File: src/rtl/uart_pkg.sv
// -----------------------------------------------------------------------------
// uart_pkg
// Definitions shared by the UART transmit arbiter and its helper blocks.
//   tx_state_t           : arbiter FSM states (IDLE, ISSUE, WAIT_DONE, GAP)
//   DEFAULT_CLKS_PER_BIT : bit period in clk cycles (115200 baud at 50 MHz)
//   wdog_width()         : bit width needed by a watchdog that counts 0..limit-1
// -----------------------------------------------------------------------------
package uart_pkg;

   typedef enum logic [1:0] {
      IDLE      = 2'd0,
      ISSUE     = 2'd1,
      WAIT_DONE = 2'd2,
      GAP       = 2'd3
   } tx_state_t;

   localparam int DEFAULT_CLKS_PER_BIT = 434;

   // The counter never has to hold the limit itself, only limit-1.
   // Keep at least one bit so tiny limits still produce a legal vector.
   function automatic int wdog_width(input int limit);
      return (limit > 1) ? $clog2(limit) : 1;
   endfunction

endpackage

File: src/rtl/rr_arbiter.sv
// -----------------------------------------------------------------------------
// rr_arbiter
// Combinational rotating-priority picker. The first asserted request at or
// after ptr (index order, wrapping past N-1 to 0) wins.
// Parameters:
//   N      : number of requesters
// Ports:
//   req    in  N          request vector
//   ptr    in  clog2(N)   index holding highest priority this cycle
//   grant  out N          one-hot winner (all zero when nobody requests)
//   index  out clog2(N)   binary index of the winner (0 when nobody requests)
//   any    out 1          at least one request is asserted
// -----------------------------------------------------------------------------
module rr_arbiter #(
   parameter int N = 4
) (
   input  logic [N-1:0]         req,
   input  logic [$clog2(N)-1:0] ptr,
   output logic [N-1:0]         grant,
   output logic [$clog2(N)-1:0] index,
   output logic                 any
);

   localparam int IW = $clog2(N);

   logic          found;
   logic [IW-1:0] pos;

   // Walk the requesters starting at ptr; the first hit wins and later hits
   // are masked by found.
   always_comb begin
      grant = '0;
      index = '0;
      found = 1'b0;
      pos   = '0;
      for (int k = 0; k < N; k++) begin
         pos = IW'((int'(ptr) + k) % N);
         if (!found && req[pos]) begin
            found      = 1'b1;
            grant[pos] = 1'b1;
            index      = pos;
         end
      end
   end

   assign any = |req;

endmodule

File: src/rtl/uart_tx_arbiter.sv
// -----------------------------------------------------------------------------
// uart_tx_arbiter
// Shares one UART_Tx serializer among NUM_REQ byte producers with round-robin
// arbitration. A byte is accepted over a valid/ready handshake, issued to
// UART_Tx as a one-cycle tx_dv pulse, and the next grant waits for tx_done
// plus one cleanup cycle. A watchdog abandons the byte if tx_done never comes.
//
// Optional feature (macro UART_TX_ARB_LOCK_EN):
//   When defined, accepting a byte with req_last=0 locks arbitration to that
//   requester until it delivers a byte with req_last=1 or the watchdog fires.
//   When undefined, req_last is ignored and every byte is arbitrated alone.
//
// Parameters:
//   NUM_REQ        : requesters, 2..8
//   CLKS_PER_BIT   : UART bit period in clk cycles
//   TIMEOUT_CYCLES : watchdog limit while waiting for tx_done
// Ports:
//   clk        in  1           system clock
//   rst        in  1           asynchronous reset, active low
//   req_valid  in  NUM_REQ     requester i has a byte
//   req_byte   in  8*NUM_REQ   requester i byte at [8i+7:8i]
//   req_last   in  NUM_REQ     byte ends a packet (lock feature only)
//   req_ready  out NUM_REQ     one-hot, one-cycle acceptance strobe
//   tx_dv      out 1           to UART_Tx i_TX_DV, one-cycle pulse
//   tx_byte    out 8           to UART_Tx i_TX_Byte, held until next grant
//   tx_done    in  1           from UART_Tx o_TX_Done
//   grant_id   out clog2(NUM_REQ) requester currently or last served
//   busy       out 1           high in every state except IDLE
//   err        out 1           one-cycle pulse on watchdog expiry
// -----------------------------------------------------------------------------
module uart_tx_arbiter
   import uart_pkg::*;
#(
   parameter int NUM_REQ        = 4,
   parameter int CLKS_PER_BIT   = DEFAULT_CLKS_PER_BIT,
   parameter int TIMEOUT_CYCLES = 12 * CLKS_PER_BIT
) (
   input  logic                       clk,
   input  logic                       rst,
   input  logic [NUM_REQ-1:0]         req_valid,
   input  logic [8*NUM_REQ-1:0]       req_byte,
   input  logic [NUM_REQ-1:0]         req_last,
   output logic [NUM_REQ-1:0]         req_ready,
   output logic                       tx_dv,
   output logic [7:0]                 tx_byte,
   input  logic                       tx_done,
   output logic [$clog2(NUM_REQ)-1:0] grant_id,
   output logic                       busy,
   output logic                       err
);

   localparam int IW = $clog2(NUM_REQ);
   localparam int WW = wdog_width(TIMEOUT_CYCLES);

   tx_state_t            state;
   logic [IW-1:0]        rr_ptr;
   logic [IW-1:0]        next_ptr;
   logic [WW-1:0]        wdog_cnt;
   logic [NUM_REQ-1:0]   eligible;
   logic [NUM_REQ-1:0]   win_grant;
   logic [IW-1:0]        win_idx;
   logic                 win_any;
   logic [7:0]           win_byte;

`ifdef UART_TX_ARB_LOCK_EN
   logic                 lock;

   // While a packet is open only its owner may be picked.
   assign eligible = lock ? (req_valid & (NUM_REQ'(1) << grant_id)) : req_valid;
`else
   logic                 unused_last;

   assign unused_last = ^req_last;
   assign eligible    = req_valid;
`endif

   rr_arbiter #(
      .N (NUM_REQ)
   ) u_rr_arbiter (
      .req   (eligible),
      .ptr   (rr_ptr),
      .grant (win_grant),
      .index (win_idx),
      .any   (win_any)
   );

   // Byte mux for the winning requester's slice.
   always_comb begin
      win_byte = 8'h00;
      for (int i = 0; i < NUM_REQ; i++) begin
         if (win_idx == IW'(i)) begin
            win_byte = req_byte[8*i +: 8];
         end
      end
   end

   // Priority moves just past the requester being served.
   assign next_ptr = (grant_id == IW'(NUM_REQ - 1)) ? '0 : grant_id + IW'(1);

   // Arbiter FSM. Every output is registered here; strobes default low and
   // are raised only on the edge entering the state that owns them.
   always_ff @(posedge clk or negedge rst) begin
      if (!rst) begin
         state     <= IDLE;
         rr_ptr    <= '0;
         wdog_cnt  <= '0;
         req_ready <= '0;
         tx_dv     <= 1'b0;
         tx_byte   <= 8'h00;
         grant_id  <= '0;
         busy      <= 1'b0;
         err       <= 1'b0;
`ifdef UART_TX_ARB_LOCK_EN
         lock      <= 1'b0;
`endif
      end else begin
         req_ready <= '0;
         tx_dv     <= 1'b0;
         err       <= 1'b0;
         case (state)
            IDLE: begin
               if (win_any) begin
                  state     <= ISSUE;
                  grant_id  <= win_idx;
                  tx_byte   <= win_byte;
                  tx_dv     <= 1'b1;
                  req_ready <= win_grant;
                  busy      <= 1'b1;
               end
            end
            ISSUE: begin
               state    <= WAIT_DONE;
               rr_ptr   <= next_ptr;
               wdog_cnt <= '0;
`ifdef UART_TX_ARB_LOCK_EN
               lock     <= ~req_last[grant_id];
`endif
            end
            WAIT_DONE: begin
               // A real done wins over a simultaneous timeout.
               if (tx_done) begin
                  state <= GAP;
               end else if (wdog_cnt == WW'(TIMEOUT_CYCLES - 1)) begin
                  state <= GAP;
                  err   <= 1'b1;
`ifdef UART_TX_ARB_LOCK_EN
                  lock  <= 1'b0;
`endif
               end else begin
                  wdog_cnt <= wdog_cnt + WW'(1);
               end
            end
            GAP: begin
               state <= IDLE;
               busy  <= 1'b0;
            end
            default: begin
               state <= IDLE;
               busy  <= 1'b0;
            end
         endcase
      end
   end

endmodule

File: config.mk
export PLATFORM = sky130hd
export DESIGN_NAME = uart_tx_arbiter
export DESIGN_NICKNAME = d
export VERILOG_FILES = /design/src/rtl/uart_pkg.sv /design/src/rtl/rr_arbiter.sv /design/src/rtl/uart_tx_arbiter.sv
export SDC_FILE = /design/constraint.sdc
export NUM_CORES = 1
export LEC_CHECK = 0
export CAP_MARGIN = 20
export CORE_ASPECT_RATIO = 0.8
export CORE_MARGIN = 2
export CORE_UTILIZATION = 40
export DETAILED_ROUTE_END_ITERATION = 7
export GPL_ROUTABILITY_DRIVEN = 0
export PLACE_DENSITY_LB_ADDON = 0.08
export RECOVER_POWER = 25
export SLEW_MARGIN = 20
export SYNTH_ARGS = -nofsm -noshare
export SYNTH_HDL_FRONTEND = slang
export SYNTH_SLANG_ARGS = --single-unit
File: constraint.sdc
create_clock -name clk -period 4.3 [get_ports clk]
set_input_delay 0.86 -clock clk [delete_from_list [all_inputs] [get_ports clk]]
set_output_delay 0.86 -clock clk [all_outputs]
set_load 0.01 [all_outputs]
Word-level counts from Yosys, hierarchy flattened
Index checks and enable logic that the tools add are counted.
{ "totals": {"ff_bits": 34, "latchBits": 0, "ramBits": 0, "romBits": 0, "output_inout_bits": 17, "word_cells": 104, "mem_count": 0} }
{ "op_classes": {"n_addsub": 5, "mul": 0, "div_mod_pow": 0, "magnitude_cmp": 8, "n_eq_ne": 12, "shifts": 0, "n_mux": 48, "n_bitwise": 3, "reduce_logical": 19} }
{ "ops": {"columns": ["cell", "n"], "rows": [
  ["2-to-1 mux 8 bit", 4],
  ["2-to-1 mux 13 bit", 2],
  ["case mux 13 bit (2 select lines)", 1],
  ["2-to-1 mux 4 bit", 6],
  ["2-to-1 mux 1 bit", 17],
  ["2-to-1 mux 2 bit", 8],
  ["adder 13 x 1 -> 13 bit, second input constant", 1],
  ["== test 13 bit, second input constant", 1],
  ["less-than comparator 2 x 3 -> 1 bit, second input constant", 4],
  ["OR 4 bit", 3],
  ["== test 2 bit, second input constant", 5],
  ["binary-select mux 1 bit (select 2 bit)", 4],
  ["demux 1 bit (select 2 bit)", 4],
  [">= comparator 2 x 1 -> 1 bit, second input constant", 4],
  ["case mux 2 bit (4 select lines)", 1],
  ["logical AND 1 bit", 7],
  ["AND reduction 2 bit", 3],
  ["adder 2 x 1 -> 2 bit, second input constant", 2],
  ["adder 2 bit, second input constant", 2],
  ["== test 2 x 1 -> 1 bit, second input constant", 2],
  ["logical NOT 2 bit", 2],
  ["!= test 2 bit, second input constant", 2],
  ["nonzero test 2 bit", 2],
  ["OR reduction 4 bit", 1],
  ["5 further kinds", 7]
]} }

Depth between registers and ports, before layout
{ "depth": {"ltp_word": 17, "depth_mapped": 12} }

Modules after synthesis
From an unflattened synthesis, not the netlist that was laid out.
{ "hier_totals": {"hier_cells": 197, "hier_area_um2": 2253.4} }
{ "modules_own_cells": {"columns": ["mod", "n_inst", "cells_each", "area_each_um2", "seq_area_each_um2"], "rows": [
  ["uart_tx_arbiter", 1, 148, 1841.8, 850.8],
  ["rr_arbiter", 1, 49, 411.6, 0.0]
]} }

Worst setup path before layout
Ideal clock, no wire load.
{ "synth_path": {"path_type": "register to register", "from": "reg rr_ptr[0]", "to": "reg tx_byte[0]", "setup_time_ns": 0.154, "arrival_time_ns": 2.527, "slack_ns": 1.619, "path_stages_with_launch": 13, "period_less_slack_ns": 2.681, "cell_sequence": "dfrtp_1 buf_6 buf_2 inv_1 ha_1 mux4_2 nor2b_4 buf_6 o21ai_4 nand2_2 buf_6 a2111oi_4 a211oi_1"} }
{ "synth_between": {"elab_chain_cells": 17} }
{ "synth_rtl": {"columns": ["element", "line", "source"], "rows": [
  ["start: declaration", "uart_tx_arbiter.sv:56", "logic [IW-1:0] rr_ptr;"],
  ["start signal: assignment", "uart_tx_arbiter.sv:133", "rr_ptr <= next_ptr;"],
  ["parallel branches: the longest is 11 deep, another holds adder 2 x 1 -> 2 bit", null, null],
  ["2-to-1 mux 2 bit (*)", "rr_arbiter.sv:38", "if (!found && req[pos]) begin"],
  ["logical NOT 2 bit", "uart_tx_arbiter.sv:91", "if (win_idx == IW'(i)) begin"],
  ["2-to-1 mux 8 bit (3 in a row)", "uart_tx_arbiter.sv:91", null],
  ["2-to-1 mux 8 bit (*)", "uart_tx_arbiter.sv:91", null],
  ["end signal: assignment", "uart_tx_arbiter.sv:125", "tx_byte <= win_byte;"],
  ["end: declaration", "uart_tx_arbiter.sv:45", "output logic [7:0] tx_byte,"]
]} }
Mark *: on every way between the ends. The select of a mux whose other input is x is not followed.
A chain may end at the register's enable or synchronous reset.

Worst setup path in the final report
{ "layout_path": {"from": "in req_valid[3]", "to": "reg tx_byte[5]"} }
{ "layout_between": {"elab_chain_cells": 17} }
{ "layout_rtl": {"columns": ["element", "line", "source"], "rows": [
  ["start: declaration", "uart_tx_arbiter.sv:40", "input logic [NUM_REQ-1:0] req_valid,"],
  ["binary-select mux 1 bit (select 2 bit)", "rr_arbiter.sv:38", null],
  ["2-to-1 mux 1 bit (not written as such)", "rr_arbiter.sv:38", null],
  ["2-to-1 mux 1 bit", "rr_arbiter.sv:38", null],
  ["logical NOT 1 bit", "rr_arbiter.sv:38", null],
  ["logical AND 1 bit", "rr_arbiter.sv:38", null],
  ["2-to-1 mux 1 bit", "rr_arbiter.sv:38", null],
  ["logical NOT 1 bit", "rr_arbiter.sv:38", null],
  ["logical AND 1 bit", "rr_arbiter.sv:38", null],
  ["2-to-1 mux 1 bit", "rr_arbiter.sv:38", null],
  ["logical NOT 1 bit", "rr_arbiter.sv:38", null],
  ["logical AND 1 bit", "rr_arbiter.sv:38", null],
  ["2-to-1 mux 2 bit", "rr_arbiter.sv:38", null],
  ["logical NOT 2 bit", "uart_tx_arbiter.sv:91", null],
  ["2-to-1 mux 8 bit (4 in a row)", "uart_tx_arbiter.sv:91", null]
]} }
Several ways; a longest one is shown, not always the timed one. The select of a mux whose other input is x is not followed.

==> impl_metrics.yaml <==
worst_setup_path:
  crit_required_ns: 4.44
  start_kind: "primary input"
  cp_top_family: "compound AO/OA/AOI/OAI gates"
  critPathSlowestCell: "mux4_2"
  crit_buf_inv: 1
  path_class: "in2reg"
  cp-end-kind: "register"
  critPathMaxFanout: 19
  crit_arrival_ns: 3.41
  slowest_delay_ns: 0.73
  critical_path.cell_chain: "clkdlybuf4s50_1 > mux4_2 > o21ai_4 > nand2_2 > a2111oi_0 > a211oi_1"
logic_synthesis:
  synth_enable_flop_cells: 0
  synth_mux_area_share_pct: 8.30
  synth.ff_latch_count: 34
  synth_top_family_by_area: "simple AND/OR/NAND/NOR gates"
  yosys-top-cells-count: "nor2_1, dfrtp_1, nand2_1, ha_1, o21ai_0"
  synth.largest_area_cell: "dfrtp_1"
  synth.top_cells.by_area: "dfrtp_1, ha_1, nor2_1"
  ys_async_sr_fraction_pct: 100
  ys_seq_area_share_pct: 36.2
  ys.flop_type: "dfrtp_1"
  synth_compound_area_share_pct: 18.9
  syn_inst: 247
  yosysMostFrequentCell: "nor2_1"
  yosys.area.top_type_share_pct: 36.2
  yosysWarnings: 0
  synth-xor-area-share_pct: 3.73
  synth_simple_gate_area_share_pct: 21.7
  ys_types: 54
  syn-num-nets: 303
  synth_area_per_cell_sq_um: 9.52
  mappedNetlistArea_sq_um: 2350
  synthAdderAreaFrac_pct: 6.92
clocking:
  cts_resized: 0
  cts-htree-levels: 2
  ctsHoldBuffers: 0
  cts_buffers: 5
  path_clk_slew_ns: 0.07
  postCtsSetupRepairBufs: 0
  cts_tree: "yes"
  clockBufferDepth: 2
  numClockSinks: 34
  clkLatencyLatePin_ns: 0.28
  root_buffer: "clkbuf_8"
global_route:
  grt_pass1_vias: 1921
  grt_max_degree: 35
  grt_first_pass_wirelength_um: 9500
  antenna_found_initial: 0
  gr-usage-all-layers_pct: 18.3
  grt_overflow: 0
floorplanning:
  core_area_sq_um: 5560
  rows: 24
  dieArea_sq_um: 6510
  die_h_um: 72.6
  die_width_um: 89.7
  ios: 60
  start_util_pct: 42.3
run_status:
  outcome: "finished with violations"
  violations: "max-capacitance violations, max-slew violations"
sta:
  fin_worst_skew_ns: 0.00559
  slew_violations: 35
  rsz0062_at_grt: "false"
  finalCriticalPeriod_ns: 3.27
  tightest_slew_ns: 1.85
  setup_violations: 0
  hold_viol: 0
  fmax_ghz: 0.305
  period_share_pct: 76.1
  max_slew_margin_pct: -23.6
  tns_ns: 0
layout:
  final_util_pct: 55.2
  synthToLayoutAreaGrowth_pct: 30.4
  finalNetCount: 361
  drive_above_1_share_pct: 7.52
  n_antenna_cell: 0
pwr:
  power_leakage_nw: 1.27
  power.density_nw_per_um2: 637
  ir_drop_mv: 0.222
drt:
  dr_total_vias: 2080
  wirelength_um: 5820
  drcViolationCount: 0
  initialDrtViolationCount: 66
  postRouteAntennaNets: 0
  wl_per_cell_um: 15.2
  drt-vias-per-instance: 5.42
  firstDrtPassIters: 4
placement:
  io_buffers: 55
  hpwl_um: 4300
run:
  maxCapViolations: 1
hold_path:
  min_path_type: "reg2reg"
## report_power, final
group / internal (mW) / leakage (nW) / total, mW / switching (mW)
clock network: 0.129 / 0.0482 / 0.246 / 0.117
registers: 0.423 / 0.437 / 0.493 / 0.0698
logic: 0.523 / 0.788 / 1.21 / 0.690
## layout make-up
| type | instances | area [sq um] |
|---|---|---|
| Sequential cell | 34 | 851 |
| Clock buffer | 7 | 86.3 |
| Clock inverter | 1 | 5.00 |
| Timing Repair Buffer | 60 | 584 |
| Fill cell | 518 | 2490 |
| Inverter | 11 | 41.3 |
| Multi-Input combinational cell | 193 | 1400 |
| Tap cell | 78 | 97.6 |
## state kept, by name, indices dropped and copies added, names as in the netlist
| register | cells |
|---|---|
| state | 2 |
| tx_byte | 8 |
| grant_id | 2 |
| rr_ptr | 2 |
| tx_dv | 1 |
| err | 1 |
| req_ready | 4 |
| wdog_cnt | 13 |
| busy | 1 |
## cell families (layout without fill, tap and decap cells)
kind of cell | Yosys count | after routing
AND/OR/NAND/NOR | 102 | 102
AO/OA/AOI/OAI | 54 | 54
flip-flops | 34 | 34
buffers and inverters | 20 | 79
multiplexers | 14 | 14
adder cells (fa/ha/maj) | 13 | 13
XOR/XNOR | 10 | 10
## per-stage QoR
| step | hold WS, ns | cell area, sq um | cells | worst slack, ns | total power, mW |
|---|---|---|---|---|---|
| CTS | 0.512 | 3070 | 384 | 1.09 | 1.96 |
| global route | 0.544 | 3070 | 384 | 0.890 | 2.12 |
| detailed placement | 0.489 | 2980 | 376 | 0.792 | 1.71 |
| floorplan | 0.455 | 2350 | 247 | 1.62 | 1.35 |
| global placement | 0.490 | 2980 | 376 | 0.836 | 1.69 |
| finish | 0.506 | 3070 | 384 | 1.03 | 1.95 |
## layer usage
layer,share of wire [%],wire [um],global-route usage (%),up-vias
met4,0.58,34,4.79,0
met5,0,0,0,-
met3,7.8,456,5.89,6
met1,50,2920,26.0,989
li1,-,-,-,1019
met2,41,2410,27.2,66
## cells in the final DEF (no fill, tap or decap), types with 3 or more instances in the layout
| master | count |
|---|---|
| nand2b_1 | 4 |
| nand4_1 | 5 |
| nor3b_1 | 4 |
| o211ai_1 | 4 |
| a221oi_1 | 6 |
| a211oi_1 | 5 |
| o21ai_0 | 11 |
| a311oi_1 | 3 |
| dfrtp_1 | 34 |
| and2_1 | 5 |
| nand2_1 | 26 |
| mux2i_1 | 9 |
| clkbuf_8 | 6 |
| and3_1 | 4 |
| a22oi_1 | 4 |
| clkdlybuf4s50_1 | 54 |
| o221ai_1 | 4 |
| xor2_1 | 9 |
| nor2_1 | 35 |
| mux4_2 | 3 |
| inv_1 | 10 |
| buf_4 | 4 |
| nor3_1 | 3 |
| ha_1 | 13 |
## worst min-delay path, cell delays in order (launching register included)
cell,delay (ns)
dfrtp_1,0.34
nand2_1,0.05
o211ai_1,0.08
## path summary, 6_finish.rpt
check | start | to | slack, ns | cells past startpoint
worst max-delay path | req_valid[3] | tx_byte[5]$_DFFE_PN0P_ | 1.03 | 6
worst min-delay path | tx_byte[3]$_DFFE_PN0P_ | tx_byte[3]$_DFFE_PN0P_ | 0.51 | 2
worst max register to register | rr_ptr[1]$_DFFE_PN0P_ | tx_byte[5]$_DFFE_PN0P_ | 1.39 | 8
worst min register to register | tx_byte[3]$_DFFE_PN0P_ | tx_byte[3]$_DFFE_PN0P_ | 0.51 | 2
max in group asynchronous | rst | wdog_cnt[11]$_DFFE_PN0P_ | 1.61 | 2
min in group asynchronous | rst | req_ready[1]$_DFF_PN0_ | 1.62 | 2
No activity file was read; power rests on OpenSTA's default activity.
